**config.mk**
```make
export PLATFORM = sky130hd
export DESIGN_NAME = wash_phase_timer_flat
export DESIGN_NICKNAME = d
export VERILOG_FILES = /design/src/rtl/wash_phase_timer_pkg.sv /design/src/rtl/wash_phase_timer_if.sv /design/src/rtl/wash_phase_timer_prescaler.sv /design/src/rtl/wash_phase_timer.sv /design/src/flat_wrapper.sv
export SDC_FILE = /design/constraint.sdc
export NUM_CORES = 1
export LEC_CHECK = 0
export BUFFER_PORTS_ARGS = -buffer_cell sky130_fd_sc_hd__buf_4
export CAP_MARGIN = 10
export CORE_MARGIN = 2
export CORE_UTILIZATION = 48
export CTS_CLUSTER_SIZE = 25
export DETAILED_ROUTE_END_ITERATION = 8
export GPL_ROUTABILITY_DRIVEN = 0
export GPL_TIMING_DRIVEN = 0
export HOLD_SLACK_MARGIN = 0.02
export PLACE_DENSITY = 0.8
export SYNTH_ARGS = -nofsm -noshare
export SYNTH_HDL_FRONTEND = slang
export SYNTH_SLANG_ARGS = --single-unit
```
**constraint.sdc**
```tcl
create_clock -name clock -period 2.75 [get_ports clock]
set_clock_uncertainty 0.15 [all_clocks]
set_input_delay 0.275 -clock clock [delete_from_list [all_inputs] [get_ports clock]]
set_output_delay 0.275 -clock clock [all_outputs]
set_load 0.05 [all_outputs]
```
**src/rtl/wash_phase_timer_pkg.sv**
```systemverilog
// Shared washing-machine definitions: controller phase codes, timer FSM states
// and the timed-phase predicate. Imported by the controller and the phase timer.
package wm_pkg;

  localparam logic [2:0] IDLE  = 3'd0;
  localparam logic [2:0] READY = 3'd1;
  localparam logic [2:0] SOAK  = 3'd2;
  localparam logic [2:0] WASH  = 3'd3;
  localparam logic [2:0] RINSE = 3'd4;
  localparam logic [2:0] SPIN  = 3'd5;

  typedef enum logic [1:0] {
    T_IDLE  = 2'd0,
    T_RUN   = 2'd1,
    T_PAUSE = 2'd2,
    T_DONE  = 2'd3
  } t_state_e;

  function automatic logic phase_is_timed(input logic [2:0] ph);
    return (ph >= SOAK) && (ph <= SPIN);
  endfunction

endpackage

```
**src/rtl/wash_phase_timer_if.sv**
```systemverilog
// Controller <-> phase-timer bundle. The controller (master) drives the phase
// code, lid sensor and cancel; the timer (slave) returns its status.
interface wash_phase_timer_if #(
  parameter int CNT_W = 16
);
  import wm_pkg::*;

  // No valid/ready here: sig_Time_Out is a single-cycle registered pulse that
  // the controller must consume on the cycle it is high; it is never held.
  logic [2:0]       state;
  logic             sig_Lid_Closed;
  logic             sig_Cancel;
  logic             sig_Time_Out;
  logic [CNT_W-1:0] remaining;
  logic             busy;
  logic             paused;
  t_state_e         fsm_state;

  modport master (
    output state, sig_Lid_Closed, sig_Cancel,
    input  sig_Time_Out, remaining, busy, paused, fsm_state
  );

  modport slave (
    input  state, sig_Lid_Closed, sig_Cancel,
    output sig_Time_Out, remaining, busy, paused, fsm_state
  );

endinterface

```
**src/rtl/wash_phase_timer_prescaler.sv**
```systemverilog
// Divides the clock into duration units: tick is high while the count sits at
// TICK_DIV-1; the count wraps to 0 on the enabled cycle that consumes the tick.
module wpt_prescaler #(
  parameter int TICK_DIV = 1000
) (
  input  logic clock,
  input  logic reset_n,
  input  logic clear,
  input  logic enable,
  output logic tick
);

  localparam int PW = (TICK_DIV > 1) ? $clog2(TICK_DIV) : 1;
  localparam logic [PW-1:0] LAST = PW'(TICK_DIV - 1);

  logic [PW-1:0] count;

  always_ff @(posedge clock) begin
    if (!reset_n) begin
      count <= '0;
    end else if (clear) begin
      count <= '0;
    end else if (enable) begin
      count <= tick ? '0 : count + 1'b1;
    end
  end

  assign tick = (count == LAST);

endmodule

```
**src/rtl/wash_phase_timer.sv**
```systemverilog
// Phase-duration timer: loads a per-phase duration on entry into a timed phase,
// counts it down on a prescaled tick and pulses sig_Time_Out on expiry.
// Optional lid pause is built when WPT_PAUSE_EN is defined.
module wash_phase_timer #(
  parameter int TICK_DIV  = 1000,
  parameter int CNT_W     = 16,
  parameter int SOAK_DUR  = 30,
  parameter int WASH_DUR  = 60,
  parameter int RINSE_DUR = 40,
  parameter int SPIN_DUR  = 20
) (
  input logic                clock,
  input logic                reset_n,
  wash_phase_timer_if.slave  bus
);
  import wm_pkg::*;

`ifdef WPT_PAUSE_EN
  localparam bit PAUSE_EN = 1'b1;
`else
  localparam bit PAUSE_EN = 1'b0;
`endif

  t_state_e         fsm, fsm_nxt;
  logic [2:0]       prev_state;
  logic [CNT_W-1:0] remaining, remaining_nxt;
  logic             time_out, time_out_nxt;
  logic             phase_change, lid_open;
  logic             clear, enable, tick;

  function automatic logic [CNT_W-1:0] dur_of(input logic [2:0] ph);
    case (ph)
      SOAK:    return CNT_W'(SOAK_DUR);
      WASH:    return CNT_W'(WASH_DUR);
      RINSE:   return CNT_W'(RINSE_DUR);
      SPIN:    return CNT_W'(SPIN_DUR);
      default: return '0;
    endcase
  endfunction

  assign phase_change = (bus.state != prev_state);
  assign lid_open     = PAUSE_EN && !bus.sig_Lid_Closed;

  wpt_prescaler #(.TICK_DIV(TICK_DIV)) u_prescaler (
    .clock   (clock),
    .reset_n (reset_n),
    .clear   (clear),
    .enable  (enable),
    .tick    (tick)
  );

  always_ff @(posedge clock) begin
    if (!reset_n) begin
      fsm        <= T_IDLE;
      prev_state <= '0;
      remaining  <= '0;
      time_out   <= 1'b0;
    end else begin
      fsm        <= fsm_nxt;
      prev_state <= bus.state;
      remaining  <= remaining_nxt;
      time_out   <= time_out_nxt;
    end
  end

  always_comb begin
    fsm_nxt       = fsm;
    remaining_nxt = remaining;
    time_out_nxt  = 1'b0;
    clear         = 1'b0;
    enable        = 1'b0;
    if (bus.sig_Cancel) begin
      fsm_nxt       = T_IDLE;
      remaining_nxt = '0;
      clear         = 1'b1;
    end else if (phase_change) begin
      clear = 1'b1;
      if (phase_is_timed(bus.state)) begin
        fsm_nxt       = T_RUN;
        remaining_nxt = dur_of(bus.state);
      end else begin
        fsm_nxt       = T_IDLE;
        remaining_nxt = '0;
      end
    end else begin
      case (fsm)
        T_RUN, T_PAUSE: begin
          // Progress is frozen for exactly the cycles the lid is open; the
          // closing cycle both resumes and counts.
          if (lid_open) begin
            fsm_nxt = T_PAUSE;
          end else begin
            fsm_nxt = T_RUN;
            enable  = 1'b1;
            if (remaining == '0) begin
              time_out_nxt = 1'b1;
              fsm_nxt      = T_DONE;
            end else if (tick) begin
              remaining_nxt = remaining - 1'b1;
              if (remaining == CNT_W'(1)) begin
                time_out_nxt = 1'b1;
                fsm_nxt      = T_DONE;
              end
            end
          end
        end
        T_DONE:  remaining_nxt = '0;
        default: ;
      endcase
    end
  end

  assign bus.sig_Time_Out = time_out;
  assign bus.remaining    = remaining;
  assign bus.busy         = (fsm == T_RUN) || (fsm == T_PAUSE);
  assign bus.paused       = PAUSE_EN && (fsm == T_PAUSE);
  assign bus.fsm_state    = fsm;

endmodule

```
**src/flat_wrapper.sv**
```systemverilog
// flat-port wrapper written by rule: the top's interface ports become plain ports
module wash_phase_timer_flat import wm_pkg::*;
#(
  parameter int TICK_DIV  = 1000,
  parameter int CNT_W     = 16,
  parameter int SOAK_DUR  = 30,
  parameter int WASH_DUR  = 60,
  parameter int RINSE_DUR = 40,
  parameter int SPIN_DUR  = 20
)
  (clock, reset_n, bus_state, bus_sig_Lid_Closed, bus_sig_Cancel, bus_sig_Time_Out, bus_remaining, bus_busy, bus_paused, bus_fsm_state);
  wash_phase_timer_if #(.CNT_W(CNT_W)) bus_i ();
  input logic clock;
  input logic reset_n;
  input wire logic [$bits(bus_i.state)-1:0] bus_state;
  input wire logic [$bits(bus_i.sig_Lid_Closed)-1:0] bus_sig_Lid_Closed;
  input wire logic [$bits(bus_i.sig_Cancel)-1:0] bus_sig_Cancel;
  output wire logic [$bits(bus_i.sig_Time_Out)-1:0] bus_sig_Time_Out;
  output wire logic [$bits(bus_i.remaining)-1:0] bus_remaining;
  output wire logic [$bits(bus_i.busy)-1:0] bus_busy;
  output wire logic [$bits(bus_i.paused)-1:0] bus_paused;
  output wire logic [$bits(bus_i.fsm_state)-1:0] bus_fsm_state;
  assign bus_i.state = bus_state;
  assign bus_i.sig_Lid_Closed = bus_sig_Lid_Closed;
  assign bus_i.sig_Cancel = bus_sig_Cancel;
  assign bus_sig_Time_Out = bus_i.sig_Time_Out;
  assign bus_remaining = bus_i.remaining;
  assign bus_busy = bus_i.busy;
  assign bus_paused = bus_i.paused;
  assign bus_fsm_state = bus_i.fsm_state;
  wash_phase_timer #(.TICK_DIV(TICK_DIV), .CNT_W(CNT_W), .SOAK_DUR(SOAK_DUR), .WASH_DUR(WASH_DUR), .RINSE_DUR(RINSE_DUR), .SPIN_DUR(SPIN_DUR)) u_core (.clock(clock), .reset_n(reset_n), .bus(bus_i));
endmodule
```
==> results by group <==
Global routing
  – Largest net degree at the start of global routing: 11
  – GRT Util Overall: 19.01%
  – Global-route wire length before repair: 6465 um
  – Initial antenna violation count: 0
  – Vias in the first global route: 1491
  – Grt ovf: 0

Clock tree
  – Setup Fix Bufs, Post-CTS: 0
  – Skew-Pair Late Insertion Delay: 0.28 ns
  – CTS H-tree depth: 2
  – Clk pin slew, worst setup/hold paths: 0.06 ns
  – CTS tree: yes
  – CTS sink count: 32
  – Cts hold-fix bufs: 0
  – Resize count post-CTS: 0
  – Root Buffer Master: clkbuf_8
  – CTS buffer count: 5
  – Clock Tree Buf Depth: 2

STA
  – Min Tclk post-route: 2.500 ns
  – Fin Setup TNS: 0 ns
  – Worst slew pin tran: 0.6687 ns
  – Period utilization: 90.90%
  – Relative slew slack: 55.12%
  – Setup-failing EPs final: 0
  – Slew Viols, Final: 0
  – Unrepaired setup endpoints after global routing: no
  – Fin. Hold Viols: 0
  – Fmax: 400.0 MHz
  – Post-Route Hold Slack: 0.07613 ns

Die
  – Die area: 4310 um^2
  – Die W: 65.65 um
  – Io pins: 28
  – Core Region: 3661 um^2
  – Initial core utilization: 49.83%
  – Row count: 22
  – Die Height: 65.65 um

Logic synthesis
  – Yosys top cell by area: dfxtp_1
  – Synth Area in Simple Gates: 29.36%
  – Yosys warnings: 0
  – Mean post-synth cell area: 8.605 um^2
  – Sequential share of the synthesized area: 35.12%
  – Ys flop type: dfxtp_1
  – Most frequent cells after synthesis: dfxtp_1, a21oi_1, nor2_1
  – XOR/XNOR Fraction of Synth Area: 6.584%
  – Main area contributors after synthesis: dfxtp_1, a21oi_1, nor2_1
  – Post-synth EDFFs: 0
  – Asr flop ratio synth: 0%
  – Most common cell in the synthesized netlist: dfxtp_1
  – Synth Area in Adders: 3.429%
  – Flops & latches, synth: 32
  – Mapped Area: 1824 um^2
  – Syn Nets: 224
  – Netlist cell types: 52
  – Main combinational cell family by area after synthesis: simple AND/OR/NAND/NOR gates
  – Synth Area in Compound Gates: 19.96%
  – Multiplexer area fraction after synthesis: 0%
  – Synth top area share: 35.12%
  – Mapped Cells: 212

Run status
  – Status: finished, final reports clean

Pwr
  – Max VDD drop: 0.5376 mV
  – Combinational cell fraction of total power: 23.0%
  – Power Internal: 0.0007804 W
  – Clock power frac: 33.0%
  – Total Power: 0.001118 W
  – Power per Cell Area: 519.6 nW/um^2
  – Switching power: 0.0003378 W
  – Switching part of the total: 30.21%
  – Sequential share of power: 44.0%
  – Leakage: 0.8441 nW

Layout
  – Share of layout cells above drive strength 1: 20.99%
  – Design area: 2152 um^2
  – P&R area growth vs syn: 17.97%
  – Antenna Cells: 0
  – Filler-free cell count of the finished design: 291
  – Layout Nets: 254
  – Layout filler cell count: 371

Setup path
  – Critical path class: reg -> reg
  – Kind of cell adding the most delay to the critical path: compound AO/OA/AOI/OAI gates
  – Worst path buffer plus inverter count: 2
  – CP max stage delay: 0.44 ns
  – Crit path DAT: 2.55 ns
  – Worst setup EP type: register
  – Ordered list of cells on the worst path: inv_1, ha_1, nor3b_2, nand4_2, a211oi_4, buf_6, a311oi_1, a211oi_2
  – Startpoint types: register
  – Worst EP required: 2.80 ns
  – Max FO, Critical Path: 10
  – CP max stage cell: a211oi_4

Route
  – Via density: 5.704
  – Post-detailed-route wirelength per cell: 12.89 um
  – First-pass iteration count of the detailed router: 4
  – Via count: 1660
  – Routed Antenna Nets: 0
  – DR DRC count: 0
  – Violation count after the first detailed-routing iteration: 98
  – Total wire length: 3751 um

Placed design
  – Area after DPL: 2062 um^2
  – Hpwl dp: 2761 um
  – Dpl cells: 283
  – Buffers on Ports: 23

Run
  – Max_cap viols: 0

Hold path
  – Worst Hold Class: in -> reg
area by class of cell:
| type | instances | area [um^2] | area share (%) |
|---|---|---|---|
| Multi-Input combinational cell | 160 | 1089 | 50.58 |
| Clock buffer | 8 | 90.09 | 4.186 |
| Sequential cell | 32 | 643.1 | 29.88 |
| Buffer | 10 | 60.06 | 2.791 |
| Inverter | 10 | 37.54 | 1.744 |
| Tap cell | 48 | 60.06 | 2.791 |
| Timing Repair Buffer | 23 | 172.7 | 8.023 |
logic make-up (layout without fill, tap and decap cells):
| logic type | after synthesis | count (layout) |
|---|---|---|
| xor gates and xnor gates | 12 | 12 |
| DFF | 32 | 32 |
| other | 1 | 1 |
| AOI/OAI and AO/OA | 53 | 53 |
| buffers and inverters | 20 | 51 |
| and+or+nand+nor | 89 | 89 |
| adders and majority gates | 5 | 5 |
layer usage:
layer / GRT usage [%] / wire, um / up-vias
met3: 4.795 / 187 / 7
met1: 24.57 / 1747 / 774
met2: 30.81 / 1765 / 40
li1: - / - / 839
met4: 6.250 / 50 / 0
met5: 0 / 0 / -
metrics by stage:
stage / utilization, % / setup slack (ns)
2_1_floorplan: - / 0.1712
6_report: 58.78 / 0.2502
4_1_cts: 58.78 / 0.2652
3_5_place_dp: 56.32 / 0.2934
3_3_place_gp: 56.32 / 0.3163
5_1_grt: 58.78 / 0.04460
final timing paths:
check	startpoint	endpoint	slack [ns]	cells past startpoint
worst max-delay path	u_core.bus.remaining[0]$_SDFFE_PP0P_	u_core.bus.remaining[1]$_SDFFE_PP0P_	0.25	8
worst min-delay path	reset_n	u_core.prev_state[1]$_SDFF_PN0_	0.08	2
worst max register to register	u_core.bus.remaining[0]$_SDFFE_PP0P_	u_core.bus.remaining[1]$_SDFFE_PP0P_	0.25	8
worst min register to register	u_core.u_prescaler.count[9]$_SDFFE_PP0P_	u_core.u_prescaler.count[9]$_SDFFE_PP0P_	0.34	2
registers in the layout, summed over array words and instances, names as in the netlist:
signal,flops
u_core.u_prescaler.count,10
u_core.bus.remaining,16
u_core.prev_state,3
u_core.bus.fsm_state,2
u_core.bus.sig_Time_Out,1
power groups by stage:
stage | Combinational (W) | Clock [W] | Sequential, W
detailed placement | 0.000254 | 0 | 0.000503
global route | 0.000282 | 0.000391 | 0.000494
finish | 0.000257 | 0.000369 | 0.000492
CTS | 0.000256 | 0.000375 | 0.000492
global placement | 0.000250 | 0 | 0.000502
floorplan | 0.000172 | 0 | 0.000532
layout by cell type, fill, tap and decap left out, types with 3 or more instances in the layout:
cell type and instances:
a21oi_1 19, and2_1 3, and3_1 3, buf_2 3
buf_4 24, clkbuf_1 5, clkbuf_8 6, dfxtp_1 30
ha_1 4, inv_1 10, nand2_1 12, nand3_1 6
nand4_1 6, nand4b_1 3, nor2_1 19, nor2b_1 3
nor3_1 8, nor4_1 3, o211ai_1 4, o21ai_0 4
o31ai_1 6, or3_1 7, or4_1 6, xnor2_1 8
Power figures use the tool's default switching activity.
